`config.mk`:
```
export PLATFORM = sky130hd
export DESIGN_NAME = alu_issue
export DESIGN_NICKNAME = d
export VERILOG_FILES = /design/src/rtl/alu_pkg.sv /design/src/rtl/alu_funct_dec.sv /design/src/rtl/alu_issue.sv
export SDC_FILE = /design/constraint.sdc
export NUM_CORES = 1
export LEC_CHECK = 0
export ABC_AREA = 1
export CAP_MARGIN = 20
export CORE_MARGIN = 8
export CORE_UTILIZATION = 35
export DETAILED_ROUTE_END_ITERATION = 6
export PLACE_DENSITY = 0.76
export SLEW_MARGIN = 15
export SYNTH_ARGS = -nofsm -noshare
export SYNTH_HDL_FRONTEND = slang
export SYNTH_SLANG_ARGS = --single-unit
```
`constraint.sdc`:
```
create_clock -name clk -period 1.55 [get_ports clk]
set_input_delay 0.31 -clock clk [delete_from_list [all_inputs] [get_ports clk]]
set_output_delay 0.31 -clock clk [all_outputs]
set_load 0.01 [all_outputs]
```
`src/rtl/alu_pkg.sv`:
```
// rtl/alu_pkg.sv - shared decode constants and issue FSM encoding for alu_issue
package alu_pkg;

    localparam logic [5:0] OP_RTYPE  = 6'b000000;
    localparam logic [5:0] FUNCT_ADD = 6'b100000;
    localparam logic [5:0] FUNCT_SUB = 6'b100010;

    typedef enum logic [1:0] {
        IDLE   = 2'd0,
        EXEC   = 2'd1,
        RESULT = 2'd2
    } state_t;

    function automatic logic is_addsub(input logic [5:0] funct);
        return (funct == FUNCT_ADD) || (funct == FUNCT_SUB);
    endfunction

endpackage

```
`src/rtl/alu_funct_dec.sv`:
```
// rtl/alu_funct_dec.sv - combinational R-type add/sub decoder
// ALU_ISSUE_SHAMT_CHECK_EN: add/sub with a nonzero shamt field decodes as illegal.
module alu_funct_dec (
    input  logic [31:0] instr,
    output logic [5:0]  opcode,
    output logic        illegal
);
    import alu_pkg::*;

    logic legal;
    logic unused_bits;

`ifdef ALU_ISSUE_SHAMT_CHECK_EN
    assign unused_bits = ^instr[25:16];
`else
    assign unused_bits = ^{instr[25:16], instr[10:6]};
`endif

    always_comb begin
        legal = (instr[31:26] == OP_RTYPE) && is_addsub(instr[5:0]);
`ifdef ALU_ISSUE_SHAMT_CHECK_EN
        legal = legal && (instr[10:6] == 5'd0);
`endif
        opcode  = legal ? instr[5:0] : 6'b000000;
        illegal = !legal;
    end

endmodule

```
`src/rtl/alu_issue.sv`:
```
// rtl/alu_issue.sv - single-entry issue stage feeding an external ALU and holding its result
// ALU_ISSUE_SHAMT_CHECK_EN: forwarded to alu_funct_dec to reject add/sub with nonzero shamt.
module alu_issue #(
    parameter int WIDTH = 32
) (
    input  logic             clk,
    input  logic             rst,
    input  logic             instr_valid,
    output logic             instr_ready,
    input  logic [31:0]      instr,
    input  logic [WIDTH-1:0] rs_val,
    input  logic [WIDTH-1:0] rt_val,
    output logic [WIDTH-1:0] alu_in1,
    output logic [WIDTH-1:0] alu_in2,
    output logic [5:0]       alu_opcode,
    input  logic [WIDTH-1:0] alu_out,
    input  logic             alu_zero,
    output logic             res_valid,
    input  logic             res_ready,
    output logic [WIDTH-1:0] res_data,
    output logic             res_zero,
    output logic [4:0]       res_rd,
    output logic             res_illegal
);
    import alu_pkg::*;

    state_t           state_q, state_d;
    logic [WIDTH-1:0] in1_q, in1_d, in2_q, in2_d;
    logic [5:0]       opcode_q, opcode_d;
    logic [4:0]       rd_q, rd_d;
    logic             illegal_q, illegal_d;
    logic [WIDTH-1:0] res_data_q, res_data_d;
    logic             res_zero_q, res_zero_d;
    logic [4:0]       res_rd_q, res_rd_d;
    logic             res_illegal_q, res_illegal_d;

    logic [5:0] dec_opcode;
    logic       dec_illegal;
    logic       transfer;

    alu_funct_dec u_dec (
        .instr   (instr),
        .opcode  (dec_opcode),
        .illegal (dec_illegal)
    );

    always_comb begin
        state_d       = state_q;
        in1_d         = in1_q;
        in2_d         = in2_q;
        opcode_d      = opcode_q;
        rd_d          = rd_q;
        illegal_d     = illegal_q;
        res_data_d    = res_data_q;
        res_zero_d    = res_zero_q;
        res_rd_d      = res_rd_q;
        res_illegal_d = res_illegal_q;

        instr_ready = (state_q == IDLE) || ((state_q == RESULT) && res_ready);
        transfer    = instr_valid && instr_ready;

        case (state_q)
            IDLE: begin
                if (transfer) state_d = EXEC;
            end
            EXEC: begin
                // Illegal words still flow through; their result is forced to a zero value.
                res_data_d    = illegal_q ? '0 : alu_out;
                res_zero_d    = illegal_q | alu_zero;
                res_rd_d      = rd_q;
                res_illegal_d = illegal_q;
                state_d       = RESULT;
            end
            RESULT: begin
                if (res_ready) state_d = transfer ? EXEC : IDLE;
            end
            default: state_d = IDLE;
        endcase

        if (transfer) begin
            in1_d     = rs_val;
            in2_d     = rt_val;
            opcode_d  = dec_opcode;
            rd_d      = instr[15:11];
            illegal_d = dec_illegal;
        end
    end

    always_ff @(posedge clk) begin
        if (rst) begin
            state_q       <= IDLE;
            in1_q         <= '0;
            in2_q         <= '0;
            opcode_q      <= '0;
            rd_q          <= '0;
            illegal_q     <= 1'b0;
            res_data_q    <= '0;
            res_zero_q    <= 1'b0;
            res_rd_q      <= '0;
            res_illegal_q <= 1'b0;
        end else begin
            state_q       <= state_d;
            in1_q         <= in1_d;
            in2_q         <= in2_d;
            opcode_q      <= opcode_d;
            rd_q          <= rd_d;
            illegal_q     <= illegal_d;
            res_data_q    <= res_data_d;
            res_zero_q    <= res_zero_d;
            res_rd_q      <= res_rd_d;
            res_illegal_q <= res_illegal_d;
        end
    end

    assign alu_in1     = in1_q;
    assign alu_in2     = in2_q;
    assign alu_opcode  = opcode_q;
    assign res_valid   = (state_q == RESULT);
    assign res_data    = res_data_q;
    assign res_zero    = res_zero_q;
    assign res_rd      = res_rd_q;
    assign res_illegal = res_illegal_q;

endmodule

```
==> flow_summary.toml, run 1 <==
[sta]
setup_viol = 0
hold_viol_final = 0
fin_ws_ns = 0.0825
skew_ns = 0.0111
tightest_slew_ns = 0.299
rsz0062_at_grt = "no"
tns_ns = 0
max_clock_freq_ghz = 0.681
min_period_over_period = 0.947
finalCriticalPeriod_ns = 1.47
drv_slew = 0
relSlewSlack = 0.800

[detailed_routing]
firstDrtPassIters = 5
vias = 4222
avgViaCountPerCell = 4.73
drt_iter0_markers = 193
route.detailed.drc = 0
drtAntennaViolNets = 0
wl_um = 13900
routedWlPerCell_um = 15.5

[power]
power.internal_uw = 6370
p_comb_frac = 0.135
pwr-share-seq = 0.395
ir_drop_uv = 511
power_density_nw_per_um2 = 1170
clkPwrFrac = 0.470
p_leak_uw = 0.00328
switching_share = 0.228
p_sw_uw = 1880

[logic_synthesis]
synth_edf_count = 0
yosysWarnings = 0
ys_ff_latch = 117
syn_area_um2 = 4130
syn_area_per_cell_um2 = 8.17
ys_seq_area_frac = 0.568
syn_inst = 505
ys_top_cells_by_count = "153 x nand2_1, 117 x dfxtp_1, 72 x a21oi_1"
post-synth-top-count-cell = "nand2_1"
synthArstFlopShare = 0
synth_area_leaders = "dfxtp_1 57%, nand2_1 14%, a21oi_1 8.7%, a22oi_1 5.8%, nor2_1 4.8%"
synth_top_area_frac = 0.568
synth_top_area_cell = "dfxtp_1"
synthFlopType = "dfxtp_1"
yosys.cell_types.count = 19
syn-num-nets = 638

[setup_path]
r2r-end = "alu_in2[1]$_SDFFE_PP0P_"
reg2reg_depth = 7
required_ns = 1.24
crit_type = "register to output pin"
reg2reg_slack_ns = 0.17
max_stage_delay_ns = 0.34
cp_slowest_cell = "dfxtp_2"
path_max_fanout = 3
r2r-start = "state_q[1]$_SDFFE_PP0P_"
crit_path_cell_trace = "inv_1 > nor2_1 > dlygate4sd2_1"
crit_arrival_ns = 1.16
startpoint_type = "register"
cp-end-kind = "output pin"

[floorplan]
die_area_um2 = 15500
core_um2 = 11500
die_w_um = 125
io_pins = 244
fp-row-count = 39
start_util = 0.360
die_h_um = 125

[clocking]
cts_hold_buf = 0
cts_tree = "done"
cts_max_level = 4
clk_pin_slew_ns = 0.05
clock-sinks = 117
numCtsBuffers = 17
clockBufferDepth = 2
clk_latency_ns = 0.40
clockRootBuffer = "clkbuf_16"

[hold_path]
worstHoldStart = "rst"
hp-class = "primary input to register"
min_path_cells = 2
min_to = "alu_in2[12]$_SDFFE_PP0P_"

[placed_design]
gp_congestion = 0.791
port_buffers = 228
dp_slack_ns = -0.333
hpwl_um = 10500
placed_area_um2 = 6620

[global_routing]
grt_max_degree = 44
antenna_found_initial = 0
grt_pass1_vias = 4382
track_usage = 0.173
overflow = 0
grt_pass1_wl_um = 21800

[cells_and_area]
diodes = 0
synthToLayoutAreaGrowth_pct = 71.4
nFillCells = 1013
stdcell_area_um2 = 7070
layout-drive-gt1-share = 0.0774
final_nets = 870

[status]
status = "finished clean"

[run]
maxCapViolations = 0
## routing by layer
layer / track usage / part of all wire / vias up / wire length (µm)
met5: 0 / 0 / - / 0
met4: 0.0850 / 0.033 / 0 / 461
met3: 0.0809 / 0.088 / 32 / 1220
met2: 0.298 / 0.49 / 165 / 6830
met1: 0.171 / 0.39 / 1926 / 5350
li1: - / - / 2099 / -
## metrics by stage
stage | utilization | power (µW) | instances | hold WS, ns
4_1_cts | 0.617 | 8360 | 892 | 0.283
3_3_place_gp | 0.577 | 4520 | 861 | 0.428
6_report | 0.617 | 8250 | 892 | 0.301
2_1_floorplan | - | 3790 | 505 | 0.445
5_1_grt | 0.617 | 8610 | 892 | 0.313
3_5_place_dp | 0.577 | 4560 | 861 | 0.431
## power by group through the flow
| stage | Combinational, µW | Sequential [µW] | Clock, µW |
|---|---|---|---|
| 2_1_floorplan | 394 | 3390 | 0 |
| 3_3_place_gp | 1210 | 3320 | 0 |
| 3_5_place_dp | 1230 | 3330 | 0 |
| 4_1_cts | 1130 | 3260 | 3970 |
| 5_1_grt | 1210 | 3280 | 4120 |
| 6_report | 1110 | 3260 | 3880 |
## repair_timing
| item | in CTS | in global routing |
|---|---|---|
| gates resized for setup | 114 | 1 |
| endpoints found under the setup margin | 111 | 1 |
| pin swaps | 0 | 0 |
| buffers inserted | 0 | 0 |
## flip-flops by register name, indices dropped and copies added, names as in the netlist, 2 cells and up
| name | cells |
|---|---|
| alu_in2 | 32 |
| res_data | 32 |
| state_q | 2 |
| rd_q | 5 |
| alu_in1 | 32 |
| alu_opcode | 6 |
| res_rd | 5 |
## worst max-delay path: cells and delay by family, from the launching register on
kind	cells	cell delay, ns
buf+inv	2	0.34
simple gates	1	0.08
flops	1	0.34
## cells in the final DEF, fill, tap and decap left out, types with 3 or more instances in the layout
master and instances:
a22oi_1 32, bufinv_16 3, nand2_1 153, clkbuf_1 3, clkinv_2 3, dlygate4sd2_1 110
nor2_1 53, nand3_1 6, inv_1 20, clkinvlp_4 3, clkdlybuf4s50_1 116, inv_2 3
a21oi_1 72, o21ai_0 7, buf_12 7, dfxtp_1 115, clkbuf_16 17, buf_4 13
## cell type report
class,count,area (µm²),area share
timing repair buffer,247,2370,0.335
sequential,117,2340,0.332
multi-input combinational,331,1500,0.212
clock buffer,22,464,0.0657
tap,143,179,0.0253
clock inverter,9,128,0.0180
inverter,23,86.3,0.0122
## worst max-delay path by stage
| stage | from | endpoint | slack [ns] | cells past startpoint |
|---|---|---|---|---|
| finish | state_q[1]$_SDFFE_PP0P_ | res_valid | 0.08 | 3 |
| global route | res_ready | alu_in1[18]$_SDFFE_PP0P_ | 0.0009 | 9 |
| CTS | res_ready | instr_ready | 0.01 | 6 |
| detailed placement | res_ready | alu_in2[1]$_SDFFE_PP0P_ | -0.33 | 9 |
| global placement | res_ready | instr_ready | -0.29 | 6 |
| floorplan | state_q[0]$_SDFFE_PP0P_ | res_data[17]$_SDFFE_PP0N_ | 0.35 | 7 |
## cells by family (layout without fill, tap and decap cells)
group                  after synthesis  in the layout  synth area share
AOI/OAI and AO/OA                  112            112             0.156
and+or+nand+nor                    219            219             0.208
buffers and inverters               57            301            0.0682
DFF                                117            117             0.568
No activity file was read; power rests on OpenSTA's default activity.
==> run 2, diff against run 1 <==
--- a/config.mk
+++ b/config.mk
@@ -5,12 +5,12 @@
 export SDC_FILE = /design/constraint.sdc
 export NUM_CORES = 1
 export LEC_CHECK = 0
-export ABC_AREA = 1
+export ABC_AREA = 0
 export CAP_MARGIN = 20
 export CORE_MARGIN = 8
 export CORE_UTILIZATION = 35
 export DETAILED_ROUTE_END_ITERATION = 6
-export PLACE_DENSITY = 0.76
+export PLACE_DENSITY = 0.74
 export SLEW_MARGIN = 15
 export SYNTH_ARGS = -nofsm -noshare
 export SYNTH_HDL_FRONTEND = slang
==> flow_summary.toml, run 2 <==
[status]
status = "finished clean"

[setup_path]
crit_path_cell_trace = "clkdlybuf4s50_1 > nand2b_4 > and2b_1 > buf_6"
crit_arrival_ns = 1.18
crit_family = "buffers and inverters"
required_ns = 1.24
cp_slowest_cell = "clkdlybuf4s50_1"
max_stage_delay_ns = 0.43
cp.buffers_inverters = 2
startpoint_type = "primary input"
path_max_fanout = 2
crit_type = "primary input to output pin"
cp-end-kind = "output pin"

[logic_synthesis]
syn_area_um2 = 4420
syn-num-nets = 640
syn_inst = 507
yosysWarnings = 0
synth_edf_count = 0
post-synth-top-count-cell = "nand2_1"
ys_top_cells_by_count = "183 x nand2_1, 117 x dfxtp_1, 65 x a21oi_1"
ys_seq_area_frac = 0.530
synth_top_area_cell = "dfxtp_1"
syn_area_per_cell_um2 = 8.71
synth_area_leaders = "dfxtp_1 53%, nand2_1 16%, a21oi_2 8.7%, a21oi_1 7.4%, nand3b_1 5.4%"
synth_top_area_frac = 0.530
synthArstFlopShare = 0
yosys.cell_types.count = 26
ys_ff_latch = 117
synthFlopType = "dfxtp_1"

[power]
p_comb_frac = 0.144
power.internal_uw = 6080
p_sw_uw = 1870
p_leak_uw = 0.00313
switching_share = 0.235
power_density_nw_per_um2 = 1090
pwr-share-seq = 0.409
finalPower_uw = 7950
ir_drop_uv = 649
clkPwrFrac = 0.447

[placed_design]
gp_congestion = 0.754
placed_area_um2 = 6860
hpwl_um = 10600
dp.cells = 886
dp_slack_ns = -0.393
port_buffers = 228

[hold_path]
hp-class = "primary input to register"

[floorplan]
io_pins = 244
start_util = 0.354
core_um2 = 12500
fp-row-count = 41
die_area_um2 = 16500
die_h_um = 128
die_w_um = 128

[global_routing]
grt_pass1_vias = 4383
grt_max_degree = 56
track_usage = 0.172
grt_pass1_wl_um = 22500
overflow = 0
antenna_found_initial = 0

[detailed_routing]
drt_iter0_markers = 221
routedWlPerCell_um = 15.4
drtAntennaViolNets = 0
wl_um = 14100
vias = 4240
avgViaCountPerCell = 4.63
route.detailed.drc = 0
firstDrtPassIters = 5

[run]
maxCapViolations = 0

[clocking]
postCtsSetupBuffers = 0
clock-sinks = 117
clk_latency_ns = 0.40
numCtsBuffers = 17
cts_max_level = 4
clockRootBuffer = "clkbuf_16"
cts_tree = "done"
clockBufferDepth = 2
clk_pin_slew_ns = 0.05

[sta]
fin_ws_ns = 0.0584
min_period_over_period = 0.962
setup_viol = 0
drv_slew = 0
hold_viol_final = 0
finalCriticalPeriod_ns = 1.49
relSlewSlack = 0.753
skew_ns = 0.00650
rsz0062_at_grt = "no"
tightest_slew_ns = 0.368
max_clock_freq_ghz = 0.670

[cells_and_area]
final_nets = 866
final_cells = 916
layout-drive-gt1-share = 0.133
synthToLayoutAreaGrowth_pct = 64.8
post-route-util = 0.584
layout_common_cells = "183 x nand2_1, 116 x clkdlybuf4s50_1, 115 x dfxtp_1"
stdcell_area_um2 = 7280
nFillCells = 1149
layout_commonest_cell = "nand2_1"
diodes = 0
==> run 2: power by group through the flow <==
stage	registers, µW	logic [µW]	clock network, µW
floorplan	3380	473	0
global placement	3310	1230	0
detailed placement	3320	1250	0
CTS	3250	1150	3630
global route	3270	1240	3770
finish	3250	1140	3550
==> run 2: area by class of cell <==
type	instances	area, µm²	area share
clock inverters	5	50.0	0.00687
repair buffers	247	2360	0.325
well taps	172	215	0.0296
inverters	1	3.75	0.000516
flip-flops and latches	117	2340	0.322
multi-input cells	349	1820	0.250
clock buffers	25	485	0.0667
==> run 2: kinds of logic (layout without fill, tap and decap cells) <==
logic type             count (synthesis)  after routing  share of synthesized area
AOI/OAI and AO/OA                    111            111                      0.166
and+or+nand+nor                      238            238                      0.242
buffers and inverters                 41            278                     0.0615
DFF                                  117            117                      0.530
==> run 2: layer usage <==
layer	up-vias	wire, µm	track usage
li1	2113	-	-
met1	1949	5440	0.179
met2	162	6900	0.292
met3	16	1580	0.0861
met4	0	214	0.0678
met5	-	0	0
==> run 2: path summary, 6_finish.rpt <==
check	start	endpoint	slack [ns]	cells past startpoint
worst max-delay path	res_ready	instr_ready	0.06	4
worst min-delay path	rst	alu_in1[6]$_SDFFE_PP0P_	0.22	2
worst max register to register	state_q[0]$_SDFFE_PP0P_	res_data[3]$_SDFFE_PP0N_	0.29	4
worst min register to register	res_data[8]$_SDFFE_PP0N_	res_data[8]$_SDFFE_PP0N_	0.45	2
==> run 2: through the flow <==
step | hold WS (ns) | TNS [ns]
after floorplan | 0.432 | 0
after global placement | 0.438 | -13.70
after detailed placement | 0.443 | -15.38
after CTS | 0.203 | 0
after global routing | 0.217 | 0
final | 0.219 | 0
==> run 2: repair_timing <==
item / CTS / global route
gates resized for setup: 120 / 2
hold buffers: 0 / 0
gates cloned: 0 / 0
endpoints found under the setup margin: 111 / 2
==> run 3, diff against run 2 <==
--- a/config.mk
+++ b/config.mk
@@ -7,10 +7,10 @@
 export LEC_CHECK = 0
 export ABC_AREA = 0
 export CAP_MARGIN = 20
-export CORE_MARGIN = 8
 export CORE_UTILIZATION = 35
 export DETAILED_ROUTE_END_ITERATION = 6
 export PLACE_DENSITY = 0.74
+export REMOVE_ABC_BUFFERS = 1
 export SLEW_MARGIN = 15
 export SYNTH_ARGS = -nofsm -noshare
 export SYNTH_HDL_FRONTEND = slang
==> flow_summary.toml, run 3 (synthesis results as in run 2) <==
[detailed_routing]
firstDrtPassIters = 5
drtAntennaViolNets = 0
route.detailed.drc = 0
avgViaCountPerCell = 4.72
drt_iter0_markers = 235
wl_um = 12800
vias = 4303
routedWlPerCell_um = 14.0

[floorplan]
die_area_um2 = 13100
core_um2 = 12200
fp-row-count = 40
die_w_um = 114
start_util = 0.363
io_pins = 244
die_h_um = 114

[setup_path]
max_stage_delay_ns = 0.37
crit_path_cell_trace = "dlygate4sd2_1"
reg2reg_slack_ns = 0.26
cp-end-kind = "output pin"
r2r-start = "state_q[1]$_SDFFE_PP0P_"
cp_num_cells = 1
crit_type = "register to output pin"
required_ns = 1.24
path_max_fanout = 2
crit_arrival_ns = 1.09
r2r-end = "res_data[20]$_SDFFE_PP0N_"
cp.buffers_inverters = 1
startpoint_type = "register"
cp_slowest_cell = "dfxtp_1"
crit_family = "flip-flops"
reg2reg_depth = 5

[power]
p_leak_uw = 0.00315
power_density_nw_per_um2 = 1140
ir_drop_uv = 772

[clocking]
clk_pin_slew_ns = 0.05
clockRootBuffer = "clkbuf_16"
clock-sinks = 117
cts_hold_buf = 0
cts_tree = "done"
numCtsBuffers = 17
clockBufferDepth = 2
cts_max_level = 4
clk_latency_ns = 0.41

[global_routing]
overflow = 0
track_usage = 0.202
grt_pass1_wl_um = 20400
antenna_found_initial = 0
grt_max_degree = 49
grt_pass1_vias = 4177

[cells_and_area]
nFillCells = 1089
layout_commonest_cell = "nand2_1"
layout_common_cells = "183 x nand2_1, 115 x dfxtp_1, 115 x clkdlybuf4s50_1"
layout-drive-gt1-share = 0.136
synthToLayoutAreaGrowth_pct = 66.3
final_nets = 864
diodes = 0

[sta]
skew_ns = 0.00583
tightest_slew_ns = 0.359
rsz0062_at_grt = "no"
min_period_over_period = 0.906
tns_ns = 0
whs_ns = 0.257
relSlewSlack = 0.757
hold_viol_final = 0
setup_viol = 0
finalCriticalPeriod_ns = 1.40
max_clock_freq_ghz = 0.712
drv_slew = 0

[placed_design]
port_buffers = 228
gp_congestion = 0.739
hpwl_um = 8980

[status]
status = "finished clean"

[run]
maxCapViolations = 0

[hold_path]
worstHoldStart = "rst"
min_to = "state_q[1]$_SDFFE_PP0P_"
hp-class = "primary input to register"
min_path_cells = 2
[run 3: cell types whose count changed in the layout (fill, tap and decap cells not counted), moves of 2 or more]
cell	delta
clkbuf_2	+2
buf_4	-4
dfxtp_4	+2
buf_12	+2
bufinv_16	+2
clkinvlp_4	+2
dfxtp_2	-2
clkbuf_1	-2
[run 3: how the worst max path moves through the flow]
stage / from / end
global placement: res_ready / instr_ready
finish: alu_in1[30]$_SDFFE_PP0P_ / alu_in1[30]
CTS: state_q[1]$_SDFFE_PP0P_ / instr_ready
global route: state_q[1]$_SDFFE_PP0P_ / instr_ready
detailed placement: res_ready / instr_ready
floorplan: res_ready / alu_in1[0]$_SDFFE_PP0P_
[run 3: metal layers]
layer	routed length [µm]	global-route usage	vias up
met5	0	0	-
met1	5460	0.230	1989
met4	250	0.0874	0
met3	1130	0.0752	21
met2	5930	0.338	178
li1	-	-	2115
[run 3: worst register-to-register path, stage by stage (launching register included)]
cell and delay [ns]:
dfxtp_4 0.36, buf_4 0.13, and2b_1 0.24, buf_12 0.20, nand3b_1 0.11, a21oi_1 0.16
[run 3: layout make-up]
| cell class | instances | area, µm² | area share |
|---|---|---|---|
| clock inverters | 9 | 125 | 0.0170 |
| inverters | 1 | 3.75 | 0.000511 |
| well taps | 168 | 210 | 0.0286 |
| clock buffers | 23 | 478 | 0.0651 |
| repair buffers | 245 | 2360 | 0.321 |
| flip-flops and latches | 117 | 2350 | 0.320 |
| multi-input cells | 349 | 1820 | 0.248 |
[run 3: timing repair]
| action | 4_1_cts | 5_1_grt |
|---|---|---|
| setup endpoints to repair | 111 | 2 |
| gates resized for setup | 120 | 3 |
| gates cloned | 0 | 0 |
| buffers inserted | 1 | 0 |
[run 3: metrics by stage]
stage | total power [µW] | setup WS, ns | instance area, µm² | utilization | std cells
floorplan | 3720 | 0.0531 | 4150 | - | 467
global placement | 4530 | -0.304 | 6860 | 0.564 | 879
detailed placement | 4560 | -0.327 | 6860 | 0.564 | 879
CTS | 8450 | 0.0293 | 7350 | 0.605 | 912
global route | 8700 | 0.0906 | 7340 | 0.604 | 912
finish | 8350 | 0.146 | 7340 | 0.604 | 912
[run 3: report_power, final]
group	switching (µW)	internal [µW]	total, µW
Combinational	527	614	1140
Sequential	78.9	3170	3250
Clock	1320	2640	3960
Total	1920	6430	8350
